$ cat src/rtl/cu_pkg.sv
// cu_pkg: instruction field layout, opcodes, pcControl codes and FSM encoding for cu_sequencer.
package cu_pkg;
  localparam int OP_MSB = 31;
  localparam int OP_LSB = 27;
  localparam int IMM_BIT = 26;
  localparam int FLAG_BIT = 25;
  localparam int FLAG1_BIT = 24;
  localparam int OP1_MSB = 23;
  localparam int OP1_LSB = 21;
  localparam int OP2_MSB = 20;
  localparam logic [4:0] OP_MOV = 5'd12;
  localparam logic [4:0] OP_BEQ = 5'd13;
  localparam logic [4:0] OP_BZ = 5'd20;
  localparam logic [4:0] OP_JR = 5'd21;
  localparam logic [4:0] OP_HALT = 5'd22;
  localparam logic [3:0] PC_NONE = 4'd0;
  localparam logic [3:0] PC_JR = 4'd9;
  typedef enum logic [2:0] {
    S_IDLE, S_FETCH, S_DECODE, S_EXEC, S_MEMWAIT, S_HALT, S_ILLEGAL
  } state_t;
  typedef struct packed {
    logic [4:0] alucode;
    logic [3:0] pccontrol;
    logic writecode;
    logic imcontrol;
    logic flag;
    logic flag1;
    logic [2:0] op1;
    logic [20:0] op2;
  } ctrl_t;
endpackage

$ cat src/rtl/cu_decode.sv
// cu_decode: combinational opcode-to-control mapping for one instruction word.
module cu_decode
  import cu_pkg::*;
(
  input  logic [31:0] ir,
  output ctrl_t       ctrl,
  output logic        halt,
  output logic        bad
);
  logic [4:0] opc;
  assign opc = ir[OP_MSB:OP_LSB];
  always_comb begin
    ctrl = '0;
    ctrl.imcontrol = ir[IMM_BIT];
    ctrl.flag = ir[FLAG_BIT];
    ctrl.flag1 = ir[FLAG1_BIT];
    ctrl.op1 = ir[OP1_MSB:OP1_LSB];
    ctrl.op2 = ir[OP2_MSB:0];
    ctrl.alucode = (opc < OP_MOV) ? opc : 5'd0;
    ctrl.writecode = opc == OP_MOV;
    // Branches map BEQ..BZ onto pcControl 1..8
    ctrl.pccontrol = (opc >= OP_BEQ && opc <= OP_BZ) ? 4'(opc - 5'd12) :
                     (opc == OP_JR) ? PC_JR : PC_NONE;
    halt = opc == OP_HALT;
    bad = opc > OP_HALT;
  end
endmodule

$ cat src/rtl/cu_sequencer.sv
// cu_sequencer: fetch/decode/execute control FSM driving the datapath controls and retire count.
module cu_sequencer
  import cu_pkg::*;
#(
  parameter int ADDR_W = 10
) (
  input  logic              clock,
  input  logic              reset_n,
  input  logic              start,
  input  logic [31:0]       pc_in,
  output logic              instr_req,
  output logic [ADDR_W-1:0] instr_addr,
  input  logic              instr_valid,
  input  logic [31:0]       instr_data,
  output logic [4:0]        alucode,
  output logic [2:0]        op1,
  output logic [20:0]       op2,
  output logic              imControl,
  output logic              flag,
  output logic              flag1,
  output logic              writecode,
  output logic [3:0]        pcControl,
  output logic              dp_step,
  output logic              busy,
  output logic              halted,
  output logic              illegal,
  output logic [15:0]       retired
);
  state_t state, nxt;
  ctrl_t ctrl_q, dec;
  logic [31:0] ir;
  logic [1:0] rs;
  logic start_q, dec_halt, dec_bad, unused_pc;
  assign instr_addr = pc_in[ADDR_W-1:0];
  assign unused_pc = ^pc_in[31:ADDR_W];
  assign {alucode, pcControl, writecode, imControl, flag, flag1, op1, op2} = ctrl_q;
  cu_decode u_dec (.ir(ir), .ctrl(dec), .halt(dec_halt), .bad(dec_bad));
  // Reset asserts immediately but the FSM only starts moving once release has passed two flops
  always_ff @(posedge clock or negedge reset_n)
    if (!reset_n) rs <= '0;
    else rs <= {rs[0], 1'b1};
  always_ff @(posedge clock or negedge reset_n)
    if (!reset_n) state <= S_IDLE;
    else if (rs[1]) state <= nxt;
  always_comb begin
    nxt = state;
    case (state)
      S_IDLE:    nxt = start ? S_FETCH : S_IDLE;
      S_FETCH:   nxt = instr_valid ? S_DECODE : S_FETCH;
      S_DECODE:  nxt = dec_halt ? S_HALT : dec_bad ? S_ILLEGAL : S_EXEC;
      S_EXEC:    nxt = (ctrl_q.flag | ctrl_q.flag1) ? S_MEMWAIT : S_FETCH;
      S_MEMWAIT: nxt = S_FETCH;
      S_HALT:    nxt = (start && !start_q) ? S_IDLE : S_HALT;
      default:   nxt = state;
    endcase
  end
  always_comb begin
    instr_req = state == S_FETCH;
    dp_step = state == S_EXEC;
    busy = !(state inside {S_IDLE, S_HALT, S_ILLEGAL});
    halted = state == S_HALT;
    illegal = state == S_ILLEGAL;
  end
  always_ff @(posedge clock or negedge reset_n)
    if (!reset_n) begin
      ir <= '0;
      ctrl_q <= '0;
      retired <= '0;
      start_q <= 1'b0;
    end else begin
      start_q <= start;
      if (state == S_FETCH && instr_valid) ir <= instr_data;
      if (state == S_DECODE && !dec_halt && !dec_bad) ctrl_q <= dec;
      if (state == S_EXEC) retired <= retired + 16'd1;
    end
endmodule

$ cat config.mk
export PLATFORM = sky130hd
export DESIGN_NAME = cu_sequencer
export DESIGN_NICKNAME = d
export VERILOG_FILES = /design/src/rtl/cu_pkg.sv /design/src/rtl/cu_decode.sv /design/src/rtl/cu_sequencer.sv
export SDC_FILE = /design/constraint.sdc
export NUM_CORES = 1
export LEC_CHECK = 0
export ABC_AREA = 1
export BUFFER_PORTS_ARGS = -buffer_cell sky130_fd_sc_hd__clkbuf_2
export CAP_MARGIN = 40
export CORE_MARGIN = 2
export CORE_UTILIZATION = 54
export DETAILED_ROUTE_END_ITERATION = 16
export PLACE_DENSITY_LB_ADDON = 0.12
export SYNTH_ARGS = -nofsm -noshare
export SYNTH_HDL_FRONTEND = slang
export SYNTH_SLANG_ARGS = --single-unit
$ cat constraint.sdc
create_clock -name clock -period 4 [get_ports clock]
set_input_delay 0.2 -clock clock [delete_from_list [all_inputs] [get_ports clock]]
set_output_delay 0.2 -clock clock [all_outputs]
set_load 0.05 [all_outputs]
==> results.md, run 1 <==
* HPWL Detailed at ~5500 microns
* Hold_ws at a little under 0.07 ns
* Fill count at a little under 700
* Seq/Total Area, Yosys at between 50% and 60%
* CP Class: reg -> reg
* Die Y at 89.92 microns
* Worst Path Required at 4.21 ns
* Cell Pwr Density at approximately 340 mW/mm^2
* Inst Count DP at ~630
* Worst hold path class: in -> reg
* Clock root buffer master: clkbuf_8
* Number of remaining DRC errors at 0
* Setup Viol. Count Final at 0
* Global-route wire length before repair at between 10,000 and 15,000 microns
* Die Area at between 0.008 and 0.009 sq mm
* GRT overflow at 0
* Vias at approximately 3,200
* Htree depth at 3
* CP max stage delay at 0.56 ns
* Commonest non-fill, non-tap cell in the layout: nand2_1
* Pin count of the biggest net entering global routing at 55
* Syn Inst Count at about 460
* Clock slew at reported path FFs at 0.10 ns
* Maximum fanout along the worst path at 43
* Synth top area share at about 57%
* WL final at 8038 microns
* Fin Clk Skew at approximately 0.015 ns
* Max transition margin at roughly half
* Gr usage total at between 20% and 30%
* TritonRoute pass-1 iters at 4
* CP endpoint kind: register
* Unique cell type count in the Yosys netlist at 28
* Hold Violations, Final at 0
* Tcrit/Tclk final at a little over half
* # port buffers at just over 90
* Cell taking the most area after synthesis: dfrtp_1
* Max-cap violations at 0
* Initial DRC count at 164
* P_leak at roughly 2.6 nW
* Worst Path Arrival at around 2.4 ns
* Layout cell share with drive strength beyond 1 at roughly 22%
* Synth area leaders: dfrtp_1 (57%), nand2_1 (17%), nand3_1 (4.1%)
* Peak VDD IR at ~0.0002 V
* CTS sink cnt at about 90
* I/O pins at around 140
* CTS Buf Count at 9
* Cell Chain, Critical Path: inv_2 > nor2_1 > nand2_1 > inv_2 > nand2_2 > nor2_1 > a21oi_1
* Slew @ Worst Pin at roughly 0.78 ns
* Initial antenna violation count at 0
* Worst-skew pair later-pin latency at roughly 0.35 ns
* Syn Std Cell Area at approximately 0.004 sq mm
* Chip width at about 90 microns
* # nets final at ~620
* Synth Area per Inst at around 8.6 sq um
* Slowest CP cell: nand2_2
* Layout area overhead at 16.73%
* YS warnings at 0
* Via/cell ratio at 4.878
* Minimum clock period at approximately 2.2 ns
* Setup TNS at 0 ns
* Final Wtd Congestion at between 0.7 and 0.8
* Diodes inserted at 0
* Drt wl/cell at between 10 and 15 microns
* Cell Rows at 31
* Placement Cell Area at 0.004424 sq mm
* Syn_nets at around 530
* Non-Filler Instances at ~650
* RSZ-0062 raised after global routing: false
* FF+latch count, synth at 91
* CTS Buffer Depth at 2
* Fin. max-slew vios at 0
* Core Footprint at ~0.0072 sq mm
* Design area at about 0.0047 sq mm
* Starting Density at 55.25%
* Post-DRT Antenna Nets at 0
* CTS tree: done
* Status: finished, final reports clean
* Most frequent cells in the layout: nand2_1 (179), clkbuf_2 (92), dfrtp_1 (91), nand3_1 (33), inv_1 (31)
* Vias in the first global route at roughly 3,200
* Startpoint Class: register
* Fmax at between 400 and 500 MHz
-- state kept, by name, indices dropped and copies added, names as in the netlist --
register and cells:
writecode 1, flag1 1, imControl 1, alucode 5, op1 3, flag 1
rs 2, state 3, op2 21, start_q 1, pcControl 4, ir 32
retired 16
-- what timing repair did --
action,4_1_cts,5_1_grt
endpoints found under the setup margin,0,0
hold buffers,2,0
resized for setup,0,0
endpoints found under the hold margin,54,0
buffers inserted,0,0
-- critical path: cells and delay by family (launching register included) --
kind / cells / cell delay [ns]
buffers and inverters: 2 / 0.40
DFF: 1 / 0.46
and+or+nand+nor: 4 / 1.06
AOI/OAI and AO/OA: 1 / 0.07
-- report_power, final --
| part | internal (mW) | switching (mW) | total, mW |
|---|---|---|---|
| Sequential | 0.921 | 0.000314 | 0.921 |
| Clock | 0.311 | 0.331 | 0.643 |
| Combinational | 0.0145 | 0.0267 | 0.0412 |
-- per-stage QoR --
| stage | setup WS, ns | total power, mW | utilization [%] |
|---|---|---|---|
| floorplan | 1.556 | 0.9705 | - |
| global placement | 1.843 | 0.9803 | 61.32 |
| detailed placement | 1.814 | 0.9804 | 61.32 |
| CTS | 1.815 | 1.622 | 64.50 |
| global route | 1.485 | 1.668 | 64.50 |
| finish | 1.846 | 1.605 | 64.50 |
-- cell families (layout without fill, tap and decap cells) --
logic type,Yosys count,in the layout,share of synthesized area (%)
and+or+nand+nor,255,255,26.27
DFF,91,91,57.12
buffers and inverters,61,148,7.595
AOI/OAI and AO/OA,37,37,5.022
xor gates and xnor gates,12,12,2.637
adders and majority gates,4,4,1.256
other,1,1,0.09407
-- per-layer routing --
layer / wire [microns] / track usage [%] / vias up
met2: 3975 / 37.18 / 96
li1: - / - / 1591
met4: 127 / 9.103 / 0
met1: 3526 / 27.83 / 1459
met5: 0 / 0 / -
met3: 409 / 3.856 / 10
-- worst paths after layout --
check                                    start         to  slack (ns)  cells after the start
worst min register to register           rs[0]      rs[1]        0.35                      0
worst max-delay path                  state[0]     ir[23]        1.85                      7
min in group asynchronous              reset_n  writecode        0.42                      2
worst max register to register        state[0]     ir[23]        1.85                      7
worst min-delay path            instr_data[12]     ir[12]        0.07                      3
max in group asynchronous              reset_n     ir[25]        2.62                      3
-- layout make-up --
type                       instances  area (sq um)  share of cell area, %
timing repair buffer              97         503.0                  10.81
tap                               99         123.9                  2.662
inverter                          35         131.4                  2.823
clock buffer                      10         137.6                  2.958
sequential                        91          2277                  48.94
multi-input combinational        309          1409                  30.28
clock inverter                     6         71.32                  1.533
-- synth_stat cells --
library cell / count
nand2_1: 179
dfrtp_1: 91
nand3_1: 33
inv_1: 31
nor2_1: 28
a21oi_1: 13
buf_4: 13
o21ai_0: 11
buf_2: 8
o21ai_1: 7
xnor2_1: 7
xor2_1: 5
ha_1: 4
inv_2: 4
nand4_1: 4
clkbuf_1: 3
nand2_2: 3
nor3_1: 3
o31ai_1: 3
buf_6: 2
nor2_4: 2
a211oi_1: 1
conb_1: 1
nand3_2: 1
nand3b_1: 1
nor2_2: 1
o211ai_1: 1
o21bai_1: 1
Note: power is estimated with default switching activity, not from simulation.
==> run 2, diff against run 1 <==
Settings changed: CORE_UTILIZATION 54 to 45.
Clock period 4 ns to 1.8 ns, I/O delays scaled along.
==> run 2 against run 1 <==
Effect of this change: critical endpoint is now instr_req; via count up 5.5%; sequential share of layout area is 4.3 points lower; die area up 19%; non-clock buffer count rose by 42; first-iteration DRC count decreased by 3.0%.
==> results.md, run 2 (synthesized netlist as in run 1, its figures left out) <==
* Status: finished, final reports clean
* Worst Path Arrival at 1.61 ns (-0.76 ns)
* Global-route wire length before repair at 15,120 microns (+4.4%)
* R2r startpoint: ir[30]
* Hold_ws at 0.1800 ns (+0.1116 ns)
* CTS Buffer Depth at 2 (unchanged)
* Pin count of the biggest net entering global routing at 36 (-35%)
* Final Wtd Congestion at 0.9587 (+22%)
* Post-CTS setup buffer count at 0 (unchanged)
* Post-DRT Antenna Nets at 0 (unchanged)
* Max-cap violations at 0 (unchanged)
* Die Y at 98.12 microns (+9.1%)
* Die Area at 0.009628 sq mm (+19%)
* Placement Cell Area at 0.004563 sq mm (+3.1%)
* Core Footprint at 0.008636 sq mm (+20%)
* Worst hold path class: in -> out
* WL final at 8871 microns (+10%)
* Commonest non-fill, non-tap cell in the layout: nand2_1
* CTS tree: done
* Most used cell, CP: buf_4
* GRT overflow at 0 (unchanged)
* CTS Buf Count at 9 (unchanged)
* Worst Path Required at 1.71 ns (-2.50 ns)
* # port buffers at 93 (unchanged)
* Final Util at 59.16% (-5.3 points)
* Setup Viol. Count Final at 0 (unchanged)
* Setup TNS at 0 ns (unchanged)
* Min-delay src: pc_in[0]
* CP Class: reg -> out
* Initial antenna violation count at 0 (unchanged)
* Fin. max-slew vios at 0 (unchanged)
* CP Buf/Inv Count at 3 (+1)
* Worst-skew pair later-pin latency at 0.35 ns (about the same)
* Starting Density at 46.16% (-9.1 points)
* Max FFs per register at 32 (unchanged)
* CP delay by family, top: buffers and inverters
* Vias in the first global route at 3,258 (+1.1%)
* GR Util met1 at 26.56% (-1.3 points)
* CTS sink cnt at 91 (unchanged)
* Gr usage total at 19.40% (-2.5 points)
* Most frequent cells in the layout: nand2_1 (179), clkbuf_2 (91), dfrtp_1 (90), dlygate4sd3_1 (34), nand3_1 (33)
* Cell Pwr Density at 709.2 mW/mm^2 (+110%)
* Hold Violations, Final at 0 (unchanged)
* I/O pins at 136 (unchanged)
* Slowest CP cell: dfrtp_2
* # nets final at 657 (+6.8%)
* Chip width at 98.12 microns (+9.1%)
* Design area at 0.005109 sq mm (+9.8%)
* Tcrit/Tclk final at between 90% and 100%
* Initial DRC count at 159 (-3.0%)
* Critical path launch point: state[1]
* Cell Rows at 34 (+9.7%)
* CP max stage delay at 0.48 ns (-0.08 ns)
* Busiest grt layer: met2
* Startpoint Class: register
* Fill count at 795 (+18%)
* Peak VDD IR at 0.0004127 V (+100%)
* GR met2 Demand/Resource at 30.19% (-7.0 points)
* HPWL Detailed at 6054 microns (+10%)
* Clock root buffer master: clkbuf_8
* Via/cell ratio at 4.776 (-2.1%)
* Met3 Usage GRT at 4.009% (+0.15 points)
* Vias at 3,329 (+5.5%)
* P_leak at 2.845 nW (+7.5%)
* Cell Chain, Critical Path: nor2_1 > nand2_1 > inv_2 > buf_4 > buf_4
* Fin Clk Skew at 0.01395 ns (-0.0007176 ns)
* Most flops, register: ir
* Clock slew at reported path FFs at 0.09 ns (about the same)
* Htree depth at 3 (unchanged)
* TritonRoute pass-1 iters at 4 (unchanged)
* Layout cell share with drive strength beyond 1 at 22.92% (+0.47 points)
* Drt wl/cell at 12.73 microns (+2.4%)
* CP endpoint kind: output pin
* Minimum clock period at 1.702 ns
* Number of remaining DRC errors at 0 (unchanged)
* Fmax at ~590 MHz
* RSZ-0062 raised after global routing: false
* Maximum fanout along the worst path at 11 (-74%)
* Layout area overhead at 28.15%
* Diodes inserted at 0 (unchanged)
[run 2: cell count changes in the layout (fill, tap and decap cells not counted), moves of 2 or more]
cell / previous run / this run
buf_4: 3 / 11
nor3_2: 0 / 2
dlygate4sd3_1: 2 / 34
nor3_1: 3 / 1
buf_12: 0 / 3
[run 2: stage by stage]
| stage | power [mW] | std cells | setup WS, ns |
|---|---|---|---|
| 2_1_floorplan | 2.157 | 461 | 0.07327 |
| 3_3_place_gp | 2.190 | 648 | 0.2646 |
| 5_1_grt | 3.774 | 697 | 0.01152 |
| 6_report | 3.623 | 697 | 0.09762 |
| 4_1_cts | 3.660 | 697 | 0.04211 |
| 3_5_place_dp | 2.189 | 648 | 0.2267 |
[run 2: where the power goes]
part           switching (mW)  leakage, nW  total, mW  internal, mW
Sequential           0.000783         1.20       2.05          2.05
Combinational          0.0733         1.55      0.156        0.0830
Clock                   0.703       0.0991       1.42         0.717
Total                   0.777         2.84       3.62          2.85
[run 2: worst paths after layout]
| path | depth (start not counted) | slack, ns | endpoint |
|---|---|---|---|
| worst max-delay path | 5 | 0.1 | instr_req |
| worst min-delay path | 0 | 0.18 | instr_addr[0] |
| worst max register to register | 7 | 0.21 | op2[17] |
| worst min register to register | 0 | 0.35 | rs[1] |
| max in group asynchronous | 3 | 0.87 | state[1] |
| min in group asynchronous | 2 | 0.20 | retired[5] |
[run 2: repair_timing]
item | CTS | global route
setup endpoints to repair | 1 | 1
hold buffers | 34 | 0
hold endpoints to repair | 63 | 0
pin swaps | 0 | 0
resized for setup | 1 | 2
[run 2: cell type report]
cell class / count / area, sq um / share of cell area [%]
clock buffers: 12 / 155.1 / 3.037
clock inverters: 3 / 46.29 / 0.9062
inverters: 35 / 131.4 / 2.572
flip-flops and latches: 91 / 2278 / 44.60
repair buffers: 139 / 938.4 / 18.37
well taps: 108 / 135.1 / 2.645
multi-input cells: 309 / 1424 / 27.87
[run 2: per-layer routing]
metal	up-vias	share of wire, %
li1	1679	-
met1	1551	47
met2	81	47
met3	18	3.9
met4	0	2.1
met5	-	0
